[config.mk]
export PLATFORM = sky130hd
export DESIGN_NAME = lsu
export DESIGN_NICKNAME = d
export VERILOG_FILES = /design/src/rtl/lsu.sv
export SDC_FILE = /design/constraint.sdc
export NUM_CORES = 1
export LEC_CHECK = 0
export CELL_PAD_IN_SITES_DETAIL_PLACEMENT = 1
export CELL_PAD_IN_SITES_GLOBAL_PLACEMENT = 1
export CORE_UTILIZATION = 30
export CTS_CLUSTER_DIAMETER = 50
export CTS_CLUSTER_SIZE = 25
export DETAILED_ROUTE_END_ITERATION = 8
export GPL_TIMING_DRIVEN = 0
export PLACE_DENSITY = 0.78
export REMOVE_ABC_BUFFERS = 1
export SETUP_SLACK_MARGIN = 0.2
export SLEW_MARGIN = 0
export SYNTH_ARGS = -nofsm -noshare
export SYNTH_HDL_FRONTEND = slang
export SYNTH_SLANG_ARGS = --single-unit
[constraint.sdc]
create_clock -name clk -period 3.7 [get_ports clk]
set_input_delay 0.37 -clock clk [delete_from_list [all_inputs] [get_ports clk]]
set_output_delay 0.37 -clock clk [all_outputs]
set_load 0.005 [all_outputs]
[src/rtl/lsu.sv]
// Load/store unit: one word-aligned data-memory access per request, with byte-lane
// steering for stores, sign/zero extension for loads and misalignment rejection.
module lsu #(
  parameter int WIDTH = 32
) (
  input  logic             clk,
  input  logic             rst,
  input  logic             req_valid,
  output logic             req_ready,
  input  logic [5:0]       instr_in,
  input  logic [WIDTH-1:0] addr,
  input  logic [WIDTH-1:0] store_data,
  input  logic [4:0]       rd_in,
  output logic             mem_req,
  output logic             mem_we,
  output logic [WIDTH-1:0] mem_addr,
  output logic [WIDTH-1:0] mem_wdata,
  output logic [3:0]       mem_wstrb,
  input  logic             mem_ack,
  input  logic [WIDTH-1:0] mem_rdata,
  output logic             done,
  output logic             wb_valid,
  output logic [4:0]       wb_rd,
  output logic [WIDTH-1:0] wb_data,
  output logic             misalign
);

  // Shared instruction encoding for the memory operations.
  localparam logic [5:0] I_LB  = 6'h10;
  localparam logic [5:0] I_LH  = 6'h11;
  localparam logic [5:0] I_LW  = 6'h12;
  localparam logic [5:0] I_LBU = 6'h13;
  localparam logic [5:0] I_LHU = 6'h14;
  localparam logic [5:0] I_SB  = 6'h18;
  localparam logic [5:0] I_SH  = 6'h19;
  localparam logic [5:0] I_SW  = 6'h1A;

  typedef enum logic [1:0] {
    IDLE   = 2'd0,
    ACCESS = 2'd1,
    DONE   = 2'd2
  } state_t;

  typedef enum logic [1:0] {
    SZ_BYTE = 2'd0,
    SZ_HALF = 2'd1,
    SZ_WORD = 2'd2
  } size_t;

  state_t      state;
  logic        load_reg;
  logic        unsigned_reg;
  size_t       size_reg;
  logic [1:0]  off_reg;
  logic [4:0]  rd_reg;

  // Decode of the incoming request.
  logic        dec_mem;
  logic        dec_load;
  logic        dec_unsigned;
  size_t       dec_size;
  logic        dec_misalign;
  logic [1:0]  off;
  logic [31:0] steer_wdata;
  logic [3:0]  steer_wstrb;

  assign off = addr[1:0];

  always_comb begin
    dec_mem      = 1'b1;
    dec_load     = 1'b0;
    dec_unsigned = 1'b0;
    dec_size     = SZ_WORD;
    unique case (instr_in)
      I_LB:    begin dec_load = 1'b1; dec_size = SZ_BYTE; end
      I_LBU:   begin dec_load = 1'b1; dec_size = SZ_BYTE; dec_unsigned = 1'b1; end
      I_LH:    begin dec_load = 1'b1; dec_size = SZ_HALF; end
      I_LHU:   begin dec_load = 1'b1; dec_size = SZ_HALF; dec_unsigned = 1'b1; end
      I_LW:    begin dec_load = 1'b1; dec_size = SZ_WORD; end
      I_SB:    dec_size = SZ_BYTE;
      I_SH:    dec_size = SZ_HALF;
      I_SW:    dec_size = SZ_WORD;
      default: dec_mem = 1'b0;
    endcase
  end

  always_comb begin
    dec_misalign = 1'b0;
    case (dec_size)
      SZ_HALF: dec_misalign = off[0];
      SZ_WORD: dec_misalign = (off != 2'b00);
      default: dec_misalign = 1'b0;
    endcase
  end

  // Stores replicate the datum across lanes; the strobe picks the lane(s) written.
  always_comb begin
    steer_wdata = store_data;
    steer_wstrb = 4'b1111;
    case (dec_size)
      SZ_BYTE: begin
        steer_wdata = {4{store_data[7:0]}};
        steer_wstrb = 4'b0001 << off;
      end
      SZ_HALF: begin
        steer_wdata = {2{store_data[15:0]}};
        steer_wstrb = 4'b0011 << off;
      end
      default: begin
        steer_wdata = store_data;
        steer_wstrb = 4'b1111;
      end
    endcase
  end

  // Lane extraction and extension of the returned word.
  logic [31:0] rdata_shifted;
  logic [31:0] load_result;

  assign rdata_shifted = mem_rdata >> {off_reg, 3'b000};

  always_comb begin
    load_result = mem_rdata;
    case (size_reg)
      SZ_BYTE: load_result = unsigned_reg ? {24'd0, rdata_shifted[7:0]}
                                          : {{24{rdata_shifted[7]}}, rdata_shifted[7:0]};
      SZ_HALF: load_result = unsigned_reg ? {16'd0, rdata_shifted[15:0]}
                                          : {{16{rdata_shifted[15]}}, rdata_shifted[15:0]};
      default: load_result = mem_rdata;
    endcase
  end

  always_ff @(posedge clk or posedge rst) begin
    if (rst) begin
      state        <= IDLE;
      req_ready    <= 1'b1;
      mem_req      <= 1'b0;
      mem_we       <= 1'b0;
      mem_addr     <= '0;
      mem_wdata    <= '0;
      mem_wstrb    <= 4'b0000;
      done         <= 1'b0;
      wb_valid     <= 1'b0;
      wb_rd        <= 5'd0;
      wb_data      <= '0;
      misalign     <= 1'b0;
      load_reg     <= 1'b0;
      unsigned_reg <= 1'b0;
      size_reg     <= SZ_WORD;
      off_reg      <= 2'b00;
      rd_reg       <= 5'd0;
    end else begin
      misalign <= 1'b0;
      done     <= 1'b0;
      wb_valid <= 1'b0;
      case (state)
        IDLE: begin
          if (req_valid && dec_mem) begin
            load_reg     <= dec_load;
            unsigned_reg <= dec_unsigned;
            size_reg     <= dec_size;
            off_reg      <= off;
            rd_reg       <= rd_in;
            if (dec_misalign) begin
              misalign <= 1'b1;
            end else begin
              state     <= ACCESS;
              req_ready <= 1'b0;
              mem_req   <= 1'b1;
              mem_we    <= ~dec_load;
              mem_addr  <= {addr[WIDTH-1:2], 2'b00};
              mem_wdata <= steer_wdata;
              mem_wstrb <= dec_load ? 4'b0000 : steer_wstrb;
            end
          end
        end
        ACCESS: begin
          if (mem_ack) begin
            state   <= DONE;
            mem_req <= 1'b0;
            done    <= 1'b1;
            if (load_reg) begin
              wb_valid <= 1'b1;
              wb_rd    <= rd_reg;
              wb_data  <= load_result;
            end
          end
        end
        DONE: begin
          state     <= IDLE;
          req_ready <= 1'b1;
        end
        default: begin
          state     <= IDLE;
          req_ready <= 1'b1;
          mem_req   <= 1'b0;
        end
      endcase
    end
  end

endmodule

Word-level counts from Yosys, hierarchy flattened
Index checks and enable logic that the tools add are counted.

Flip-flop bits (word level): 122. Bits in latches: 0. RAM bits: 0. Bits in read-only memories: 0. Bits of input ports: 111. Output and inout bits: 111. Memories kept: 0.

$add $sub $neg: 0. Multipliers: 0. Div/mod/pow operators: 0. $lt $le $gt $ge: 0. Equal/unequal tests: 16. Shifts and indexed selects: 3. Multiplexer cells: 30. Bitwise operators: 4. Reduce and logical (&&, ||, !) cells: 16.

Operator list (number): 32-bit case mux with 2 select lines (2); 32-bit 2-to-1 mux (2); 6-bit by 5-bit == test with 1-bit output, second input constant (8); 32-bit by 5-bit >> shifter with 16-bit output (1); 1-bit 2-to-1 mux (16); 3-bit AND reduction (4); 2-bit case mux with 2 select lines (2); 4-bit case mux with 2 select lines (1); 8-bit OR reduction (1); 2-bit by 1-bit == test with 1-bit output, second input constant (3); 2-bit logical NOT (3); 2-bit 2-to-1 mux (3); 2-bit != test, second input constant (3); 3-bit OR reduction (2); 5-bit OR reduction (1); 2-bit == test, second input constant (2); 4-bit 2-to-1 mux (1); 1-bit inverter (4); 1-bit case mux with 2 select lines (2); 4-bit AND reduction (1); 1-bit by 2-bit << shifter with 4-bit output, first input constant (1); 2-bit by 2-bit << shifter with 4-bit output, first input constant (1); 1-bit case mux with 3 select lines (1); 2-bit AND reduction (1); other kinds (3) (3).

Depth between registers and ports, before layout
Gate-level depths: netlist of run 1.

Depth after elaboration: 8. Mapped depth: 8.

Worst setup path after synthesis of run 1
No wires, ideal clock.

Path kind: input to register. From: input instr_in[2]. To: register mem_wdata[16]. Library setup time: 125 ps. Arrival time: 1882 ps. Required time: 3575 ps. Slack: 1693 ps. Cell stages on the path: 7. Path through: clkbuf_1 -> nand2b_1 -> a211oi_4 -> nor2_2 -> buf_6 -> mux2_4 -> mux2_4.

Cells in the longest elaborated chain, start to end: 7. Elaborated cells between the ends (all ways): 21. Classes of those cells: eq/ne: 10; mux: 4; bitwise: 1; reduce/logical: 6.

Ends and longest elaborated chain: from (decl) (line 10) `input logic [5:0] instr_in,`; 6-bit by 5-bit == test with 1-bit output (line 74) `unique case (instr_in)`; 3-bit OR reduction (no source line); 2-bit case mux with 2 select lines (line 74); 2-bit == test / 2-bit by 1-bit == test with 1-bit output (equally long branches) (line 89, 100); 1-bit case mux with 2 select lines (line 89) `case (dec_size)`; 1-bit inverter (no source line); 3-bit AND reduction (no source line); to (signal assigned) (line 172) `mem_wdata <= steer_wdata;`; to (decl) (line 17) `output logic [WIDTH-1:0] mem_wdata,`.

Several ways; a longest one is shown, not always the timed one. A chain may end at the register's enable or synchronous reset.

Final worst setup path of run 1
From: input instr_in[0]. To: register mem_addr[26].

Cells in the longest elaborated chain, start to end: 7. Elaborated cells between the ends (all ways): 19. Classes of those cells: eq/ne: 10; mux: 3; bitwise: 1; reduce/logical: 5.

Ends and longest elaborated chain: 6-bit by 5-bit == test with 1-bit output (line 74); 3-bit OR reduction (no source line); 2-bit case mux with 2 select lines (line 74); 2-bit == test / 2-bit by 1-bit == test with 1-bit output (equally long branches) (line 89); 1-bit case mux with 2 select lines (line 89); 1-bit inverter (no source line); 3-bit AND reduction (no source line) (*); to (signal assigned) (line 171) `mem_addr <= {addr[WIDTH-1:2], 2'b00};`; to (decl) (line 16) `output logic [WIDTH-1:0] mem_addr,`.

Every way passes the cells marked *; elsewhere a longest branch is shown, timed or not.

==> results of run 1 <==
## cell families after synthesis
group | count (synthesis)
AO/OA/AOI/OAI | 105
XOR/XNOR | 2
buffers and inverters | 46
flip-flops | 122
multiplexers | 99
other | 1
AND/OR/NAND/NOR | 123
## synthesized netlist by cell type, types with 7 or more instances
master and n:
nor2_1 40, mux2i_1 18, dfrtp_1 120, mux2_2 76, a221o_1 8, and2_1 9, a21oi_1 35, o22ai_1 9
a21o_1 9, o21ai_0 23, buf_2 11, inv_1 11, nand2_1 51, a22oi_1 7, clkbuf_1 19
## final cells by class
| cell class | instances | share of cell area |
|---|---|---|
| Sequential cell | 122 | 0.353 |
| Multi-Input combinational cell | 331 | 0.277 |
| Timing Repair Buffer | 222 | 0.262 |
| Clock buffer | 18 | 0.0508 |
| Tap cell | 229 | 0.0331 |
| Clock inverter | 14 | 0.0187 |
| Inverter | 11 | 0.00535 |
## report_power, final
part           leakage, nW  switching [mW]  total (mW)  internal, mW
Clock                0.285           0.663        1.69          1.02
Combinational         1.84           0.674        1.92          1.25
Sequential            1.49           0.357        2.17          1.81
## routing by layer
layer  global-route usage  wire length [um]  up-vias
met5                    0                 0        -
met4               0.0678               311        0
met3               0.0884              1930       25
met2                0.338              8870      199
met1                0.229              7460     2371
li1                     -                 -     2165
## placed cells by master, fill, tap and decap left out, types with 4 or more instances in the layout
cell type,count
a21o_1,9
a21oi_1,35
a221o_1,8
a22oi_1,7
and2_1,9
clkbuf_16,17
clkdlybuf4s50_1,219
clkinv_4,4
dfrtp_1,120
inv_1,10
inv_6,6
mux2_2,76
mux2i_1,18
nand2_1,51
nand2b_1,5
nor2_1,40
nor3b_1,5
o21ai_0,23
o22ai_1,9
## stage by stage
stage	worst slack (ns)	hold WS (ns)
final	0.511	0.340
after global routing	0.358	0.358
after CTS	0.498	0.341
after detailed placement	0.0819	0.467
after global placement	-1.77	0.446
after floorplan	0.0908	0.435
## final timing paths
path / to / slack [ns] / cells past startpoint
max reg2reg: wb_data[28] / 0.63 / 5
min in group clk: wb_data[4] / 0.48 / 2
max in group asynchronous: size_reg[1] / 2.59 / 3
max: mem_addr[26] / 0.51 / 7
min: mem_addr[29] / 0.34 / 2
min reg2reg: wb_data[4] / 0.48 / 2
## critical path, stage by stage
cell and delay (ns):
clkdlybuf4s50_1 0.60, or2_1 0.34, a211o_1 0.54, a21boi_4 0.78, buf_12 0.28, buf_16 0.19
mux2_2 0.36
==> summary.txt, run 1 <==
Reg2reg start -> off_reg[0]
Worst-Skew Late Latency -> 0.42 ns
Slew HR -> 0.171
Failing checks -> design-rule violations
Post-Synth Simple-Gate Area -> 0.0989
Share of the synthesized area in the top cell type -> 0.532
Min-delay worst type -> in2async
Mux contribution to synthesized area -> 0.199
Area after DPL -> 8050 um2
Largest net degree at the start of global routing -> 81
Rows -> 49
Final std cell area, no fill -> 8650 um2
Vias -> 4760
Critical Path AT -> 3.48 ns
Fin util -> 0.475
Ys flop type -> dfrtp_1
Non-filler cells, final -> 947
Peak supply drop -> 324 uV
Clk_skew -> 0.00842 ns
Critical Path RT -> 4.00 ns
Cell taking the most area after synthesis -> dfrtp_1
#FFs+latches synth -> 122
Leak -> 3.61 nW
FF/Latch Area -> 3060 um2
First-pass GRT wire length -> 30100 um
Post-DR vias/cell -> 5.03
Routed wire length -> 18600 um
Status -> finished, violations left
# Post-CTS Setup Buffers -> 0
Chip height -> 139 um
Synth warn -> 0
Post-synth ARST share -> 1.00
# IOs -> 222
Syn avg cell area -> 11.3 um2
First-pass iteration count of the detailed router -> 9
CP Capture Type -> flip-flop
Layout cell share with drive strength beyond 1 -> 0.173
Initial antenna violation count -> 0
Pwr Total -> 5.78 mW
Fillers -> 1907
GP Congestion -> 0.809
Setup tns final -> 0 ns
Area Growth Syn to Fin -> 53.3%
Crit path kind -> in2reg
Complex-gate fraction of the synthesized area -> 0.121
Die area -> 19400 um2
Ant diodes -> 0
Period Utilization, post-route -> 0.862
PortBufs -> 219
Combined area of the multi-input logic cells -> 2400 um2
Post-synth EDFFs -> 0
Start point of the critical path -> instr_in[0]
CTS resizes -> 0
Slew Limit Fails -> 0
H-tree depth -> 4
Syn Inst Count -> 498
TritonCTS Buffers -> 17
Largest regs -> mem_wdata (32), wb_data (32), mem_addr (30)
Initial Utilization -> 0.310
Worst Tran Pin Value -> 1.24 ns
Tot GR Track Use -> 0.201
DIE WIDTH -> 139 um
Largest family of logic cells by synthesized area -> multiplexers
CTS tree -> built
Vias in the first global route -> 5347
# setup viols final -> 0
Power per cell area -> 668 nW/um2
Routed WL per cell -> 19.6 um
Clock tree buffer depth -> 2
RSZ-0062 raised after global routing -> no
Final Hold Viols -> 0
Dominant cells by area after synthesis -> dfrtp_1, mux2_2, nand2_1
Initial drt markers -> 192
Distinct cells, synth -> 45
Seq/Total Area, Yosys -> 0.541
Residual DRC -> 16
Final ANT Viol Nets -> 0
Clk root buf -> clkbuf_16
Max-cap check violation count -> 0
Core ar. -> 18200 um2
# hold bufs at CTS -> 0
Placed cell count -> 915
Cell area after synthesis -> 5640 um2
Crit Path Max Fanout -> 26
Post-synthesis xor/xnor area fraction -> 0.00310
Gr ovfl total -> 0
CTS sink cnt -> 122
Crit path time final -> 3.19 ns
Final HPWL DP -> 13300 um
Final net count -> 816
Area share of fa/ha/maj cells after synthesis -> 0
Clock transition at path regs -> 0.06 ns
Max Fclk -> 0.314 GHz
Kind of start point of the critical path -> input pin
Note: power is estimated with default switching activity, not from simulation.
==> inputs of run 2 (changes only) <==
--- a/config.mk
+++ b/config.mk
@@ -11,7 +11,7 @@
 export CTS_CLUSTER_DIAMETER = 50
 export CTS_CLUSTER_SIZE = 25
 export DETAILED_ROUTE_END_ITERATION = 8
-export GPL_TIMING_DRIVEN = 0
+export GPL_TIMING_DRIVEN = 1
 export PLACE_DENSITY = 0.78
 export REMOVE_ABC_BUFFERS = 1
 export SETUP_SLACK_MARGIN = 0.2
==> run 2 against run 1 <==
Clock skew up 0.0013 ns. Highest routed layer unchanged. Largest power group unchanged. The run still ends with design-rule violations left. Critical path depth down 1. Critical path type unchanged. Combinational power about the same.
==> summary.txt, run 2 (synthesis results as in run 1) <==
Post-DR vias/cell -> 4.95 (-1.4%)
Initial drt markers -> 251 (+31%)
Worst path cell trace -> clkdlybuf4s50_1 > or2_1 > a211o_1 > a21boi_4 > buf_4 > mux2_2
Slew HR -> 0.198 (+0.0269)
Clock Power Share -> 0.287 (-0.005)
DIE WIDTH -> 139 um (unchanged)
Largest net degree at the start of global routing -> 76 (-6.2%)
Part of the power in registers -> 0.373 (-0.003)
Tot GR Track Use -> 0.200 (-0.00102)
Switch share -> 0.285 (-0.00757)
Power per cell area -> 664 nW/um2 (-0.65%)
Slowest stage delay, CP -> 0.60 ns (-0.18 ns)
Layout cell share with drive strength beyond 1 -> 0.174 (+0.00133)
Max-cap check violation count -> 0 (unchanged)
Critical Path RT -> 3.99 ns (about the same)
Routed WL per cell -> 19.5 um (-0.34%)
Kind of start point of the critical path -> input pin
CP Depth -> 6 (-1)
Max Fclk -> 0.371 GHz (+18%)
CTS resizes -> 0 (unchanged)
Ant diodes -> 0 (unchanged)
Residual DRC -> 16 (unchanged)
Slew Limit Fails -> 0 (unchanged)
Final Hold Viols -> 0 (unchanged)
Area after DPL -> 8060 um2 (about the same)
Clk root buf -> clkbuf_16
Combinational power share -> 0.339 (+0.006)
Chip height -> 139 um (unchanged)
Path depth of the worst reg2reg path -> 4 (-1)
Crit path kind -> in2reg
CP max stage cell -> clkdlybuf4s50_1
Initial Utilization -> 0.310 (unchanged)
Core ar. -> 18200 um2 (unchanged)
Initial antenna violation count -> 0 (unchanged)
Clk_skew -> 0.00969 ns (+0.00127 ns)
Area Growth Syn to Fin -> 53.1%
Fin util -> 0.474 (-0.000824)
CTS tree -> built
Pint -> 4.10 mW (+0.24%)
# Post-CTS Setup Buffers -> 0 (unchanged)
Final HPWL DP -> 13400 um (+1.2%)
Min-delay worst type -> in2async
PortBufs -> 219 (unchanged)
Status -> finished, violations left
Reg2reg start -> off_reg[1]
CTS sink cnt -> 122 (unchanged)
Crit path time final -> 2.70 ns (-0.492 ns)
# setup viols final -> 0 (unchanged)
Sw Pwr -> 1.64 mW (-3.4%)
Leak -> 3.63 nW (+0.33%)
Worst Tran Pin Value -> 1.20 ns (-0.0402 ns)
Period Utilization, post-route -> 0.729 (-0.133)
Crit-path leading delay family -> buffers and inverters
First-pass iteration count of the detailed router -> 9 (unchanged)
RSZ-0062 raised after global routing -> no
Min Hold Slack -> 0.410 ns (+0.0698 ns)
CP Capture Type -> flip-flop
Peak supply drop -> 329 uV (+1.5%)
Reg-to-reg endpoint -> wb_data[21]
Largest regs -> mem_wdata (32), wb_data (32), mem_addr (30)
# hold bufs at CTS -> 0 (unchanged)
H-tree depth -> 4 (unchanged)
Die area -> 19400 um2 (unchanged)
Crit Path Max Fanout -> 45 (+73%)
Clock transition at path regs -> 0.06 ns (about the same)
Final net count -> 822 (+0.74%)
Final std cell area, no fill -> 8640 um2 (-0.17%)
Setup tns final -> 0 ns (unchanged)
Vias -> 4722 (-0.80%)
Reg2reg setup slack -> 1.13 ns (+0.50 ns)
Rows -> 49 (unchanged)
Worst-Skew Late Latency -> 0.41 ns (about the same)
Routed wire length -> 18600 um (+0.29%)
GP Congestion -> 0.806 (-0.26%)
Final ANT Viol Nets -> 0 (unchanged)
Commonest cells after routing, fill and taps aside -> clkdlybuf4s50_1, dfrtp_1, mux2_2, nand2_1, nor2_1
Gr ovfl total -> 0 (unchanged)
TritonCTS Buffers -> 17 (unchanged)
Critical Path AT -> 2.98 ns (-0.50 ns)
Fillers -> 1926 (+1.0%)
# IOs -> 222 (unchanged)
Most common cell after layout, fill and taps aside -> clkdlybuf4s50_1
Failing checks -> design-rule violations
Final setup margin -> 1.00 ns (+0.492 ns)
Clock tree buffer depth -> 2 (unchanged)
WP buf/inv -> 2 (-1)
Post-Place Worst Slack -> 0.609 ns (+0.527 ns)
Vias in the first global route -> 5343 (-0.075%)
First-pass GRT wire length -> 30000 um (-0.34%)
## run 2: cell count changes in the layout (fill, tap and decap cells not counted)
cell	change
inv_6	-5
clkinvlp_4	-1
buf_16	-2
clkbuf_1	+4
clkinv_4	-1
clkbuf_8	+1
buf_4	+8
inv_4	+1
clkinv_2	+1
## run 2: worst max path at each step
| stage | from | to | slack [ns] |
|---|---|---|---|
| 6_report | instr_in[1] | mem_addr[10] | 1.00 |
| 5_1_grt | instr_in[1] | mem_addr[2] | 0.89 |
| 4_1_cts | instr_in[1] | mem_addr[2] | 1.03 |
| 3_5_place_dp | instr_in[1] | mem_addr[15] | 0.61 |
| 3_3_place_gp | instr_in[1] | mem_addr[9] | 0.75 |
| 2_1_floorplan | rst | done | 0.09 |
## run 2: final cells by class
type                       instances  area (um2)  share of cell area
inverter                          11        43.8             0.00507
clock inverter                     9         115              0.0133
clock buffer                      23         468              0.0542
sequential                       122        3060               0.354
timing repair buffer             228        2270               0.263
multi-input combinational        331        2400               0.278
tap                              229         287              0.0332
## run 2: layer usage
layer	routed length, um	global-route usage
met1	7490	0.228
met2	9000	0.340
met3	1850	0.0829
met4	286	0.0673
met5	0	0
## run 2: worst reg2reg max path: stages (launching register included)
cell and delay (ns):
dfrtp_1 0.87, mux4_2 0.37, nor3_1 0.04, nor2_1 0.92, a21oi_1 0.18
## run 2: power by group through the flow
stage               logic, mW  clock network, mW  registers (mW)
CTS                      1.97               1.69            2.15
floorplan               0.629                  0            2.15
global placement         1.90                  0            2.13
global route             2.10               1.74            2.21
finish                   1.95               1.65            2.14
detailed placement       1.96                  0            2.16
## run 2: stage by stage
stage / power, mW / cells
6_report: 5.73 / 953
5_1_grt: 6.05 / 953
4_1_cts: 5.81 / 953
3_5_place_dp: 4.12 / 921
3_3_place_gp: 4.02 / 921
2_1_floorplan: 2.78 / 464
==> inputs of run 3 (changes only) <==
==> constraint.sdc (replaced) <==
create_clock -name clk -period 2.27 [get_ports clk]
set_input_delay 0.227 -clock clk [delete_from_list [all_inputs] [get_ports clk]]
set_output_delay 0.227 -clock clk [all_outputs]
set_load 0.005 [all_outputs]
==> run 3 against run 2 <==
The run still ends with design-rule violations left. Clock power grew 78%. Sequential power grew 60%. Global-route usage is essentially flat. First-iteration DRC count shrank 51%. Sequential share of layout area shrank 1.2 points. Combinational power grew 70%. Critical path type unchanged.
==> summary.txt, run 3 (synthesis results as in run 1) <==
Met1 usage -> 0.225 (-0.00271)
Slew HR -> 0.631 (+0.433)
Leak -> 3.78 nW (+4.2%)
Critical Path RT -> 2.57 ns (-1.42 ns)
Critical Path AT -> 2.30 ns (-0.68 ns)
Final net count -> 844 (+2.7%)
Vias in the first global route -> 5441 (+1.8%)
Routed wire length -> 19400 um (+4.0%)
Clock transition at path regs -> 0.06 ns (about the same)
# hold bufs at CTS -> 0 (unchanged)
Most common cell after layout, fill and taps aside -> clkdlybuf4s50_1
RSZ-0062 raised after global routing -> no
Slowest stage delay, CP -> 0.55 ns (-0.05 ns)
Final setup margin -> 0.271 ns (-0.732 ns)
GP Congestion -> 0.832 (+3.1%)
CTS tree -> built
Initial antenna violation count -> 1 (+1)
Min Hold Slack -> 0.195 ns (-0.214 ns)
Met2 track utilization from global routing -> 0.340 (about the same)
CP max stage cell -> clkdlybuf4s50_1
# setup viols final -> 0 (unchanged)
Failing checks -> design-rule violations
Routed WL per cell -> 19.9 um (+1.7%)
PortBufs -> 219 (unchanged)
Die area -> 19400 um2 (unchanged)
Final std cell area, no fill -> 8940 um2 (+3.4%)
Ant diodes -> 0 (unchanged)
Crit-path leading delay family -> buffers and inverters
Sw Pwr -> 2.76 mW (+69%)
# IOs -> 222 (unchanged)
Final ANT Viol Nets -> 0 (unchanged)
TritonCTS Buffers -> 17 (unchanged)
Layout cell share with drive strength beyond 1 -> 0.206 (+0.0324)
Period Utilization, post-route -> 0.881
Clk_skew -> 0.0101 ns (+0.000374 ns)
Combinational power share -> 0.343 (+0.004)
Clock Power Share -> 0.303 (+0.016)
Worst-Skew Late Latency -> 0.41 ns (about the same)
Largest regs -> mem_wdata (32), wb_data (32), mem_addr (30)
GRT busiest layer -> met2
Area after DPL -> 8220 um2 (+2.1%)
Clk root buf -> clkbuf_16
H-tree depth -> 4 (unchanged)
First-pass iteration count of the detailed router -> 9 (unchanged)
Clock tree buffer depth -> 2 (unchanged)
Met3 Usage GRT -> 0.0936 (+0.0107)
Slew Limit Fails -> 0 (unchanged)
Switch share -> 0.286 (+0.000861)
Max-cap check violation count -> 0 (unchanged)
Placed cell count -> 940 (+2.1%)
DIE WIDTH -> 139 um (unchanged)
Worst path cell trace -> clkdlybuf4s50_1 > buf_4 > buf_4 > nand2b_1 > a21oi_1 > o21ai_1 > a21boi_4 > buf_12 > buf_12 > mux2_2
Commonest cells after routing, fill and taps aside -> clkdlybuf4s50_1, dfrtp_1, mux2_2, nand2_1, nor2_1
CP Capture Type -> flip-flop
Peak supply drop -> 572 uV (+74%)
Post-Place Worst Slack -> -0.320 ns (-0.929 ns)
Initial drt markers -> 122 (-51%)
Tot GR Track Use -> 0.200 (about the same)
Crit Path Max Fanout -> 23 (-49%)
Crit path time final -> 2.00 ns
Pint -> 6.89 mW (+68%)
Crit path kind -> in2reg
Part of the power in registers -> 0.354 (-0.019)
Fin util -> 0.491 (+0.0164)
Kind of start point of the critical path -> input pin
Power per cell area -> 1080 nW/um2 (+63%)
Pwr Total -> 9.66 mW (+68%)
Initial Utilization -> 0.310 (unchanged)
Worst Tran Pin Value -> 0.551 ns (-0.647 ns)
Core ar. -> 18200 um2 (unchanged)
CTS sink cnt -> 122 (unchanged)
Chip height -> 139 um (unchanged)
Status -> finished, violations left
Area Growth Syn to Fin -> 58.4%
WP buf/inv -> 5 (+3)
Gr ovfl total -> 0 (unchanged)
Post-DR vias/cell -> 5.03 (+1.6%)
Min-delay worst type -> in2async
Setup tns final -> 0 ns (unchanged)
Residual DRC -> 15 (-1)
Final Hold Viols -> 0 (unchanged)
Non-filler cells, final -> 975 (+2.3%)
Max Fclk -> 0.500 GHz
Vias -> 4909 (+4.0%)
First-pass GRT wire length -> 30100 um (+0.18%)
Rows -> 49 (unchanged)
Final HPWL DP -> 13900 um (+3.3%)
Largest net degree at the start of global routing -> 49 (-36%)
-- run 3: cell count changes in the layout (fill, tap and decap cells not counted), moves of 2 or more --
cell,before,now
inv_6,1,4
nor2_4,0,2
bufinv_16,2,4
buf_4,8,24
buf_6,0,2
buf_12,1,4
clkbuf_8,2,0
clkbuf_1,4,0
-- run 3: power by group through the flow --
stage	combinational, mW	sequential [mW]	clock [mW]
final	3.31	3.42	2.93
after global routing	3.57	3.51	3.09
after CTS	3.34	3.43	3.00
after detailed placement	3.32	3.45	0
after global placement	3.21	3.38	0
after floorplan	1.03	3.51	0
-- run 3: final timing paths --
check | start | end | slack, ns | cells after the start
min in group clk | addr[2] | mem_addr[2] | 0.42 | 2
max in group asynchronous | rst | size_reg[1] | 1.41 | 3
min reg2reg | rd_reg[0] | wb_rd[0] | 0.46 | 2
max | instr_in[0] | mem_addr[26] | 0.27 | 10
min | rst | mem_wdata[1] | 0.20 | 2
max reg2reg | off_reg[0] | wb_data[31] | 0.41 | 5
-- run 3: final cells by class --
type | instances | area, um2
clock buffers | 17 | 425
clock inverters | 15 | 213
fillers | 1925 | 9270
inverters | 11 | 43.8
multi-input cells | 331 | 2410
flip-flops and latches | 122 | 3060
well taps | 229 | 287
repair buffers | 250 | 2500
-- run 3: timing repair --
item / in CTS / in global routing
gates cloned: 0 / 2
resized for setup: 2 / 4
pin swaps: 0 / 1
setup endpoints to repair: 24 / 61
buffers inserted: 0 / 1
-- run 3: layer usage --
layer | vias to the layer above | part of all wire | wire length, um
met4 | 2 | 0.0086 | 167
met1 | 2472 | 0.39 | 7640
met2 | 206 | 0.49 | 9540
met5 | - | 0.00067 | 13
li1 | 2214 | - | -
met3 | 15 | 0.10 | 2010
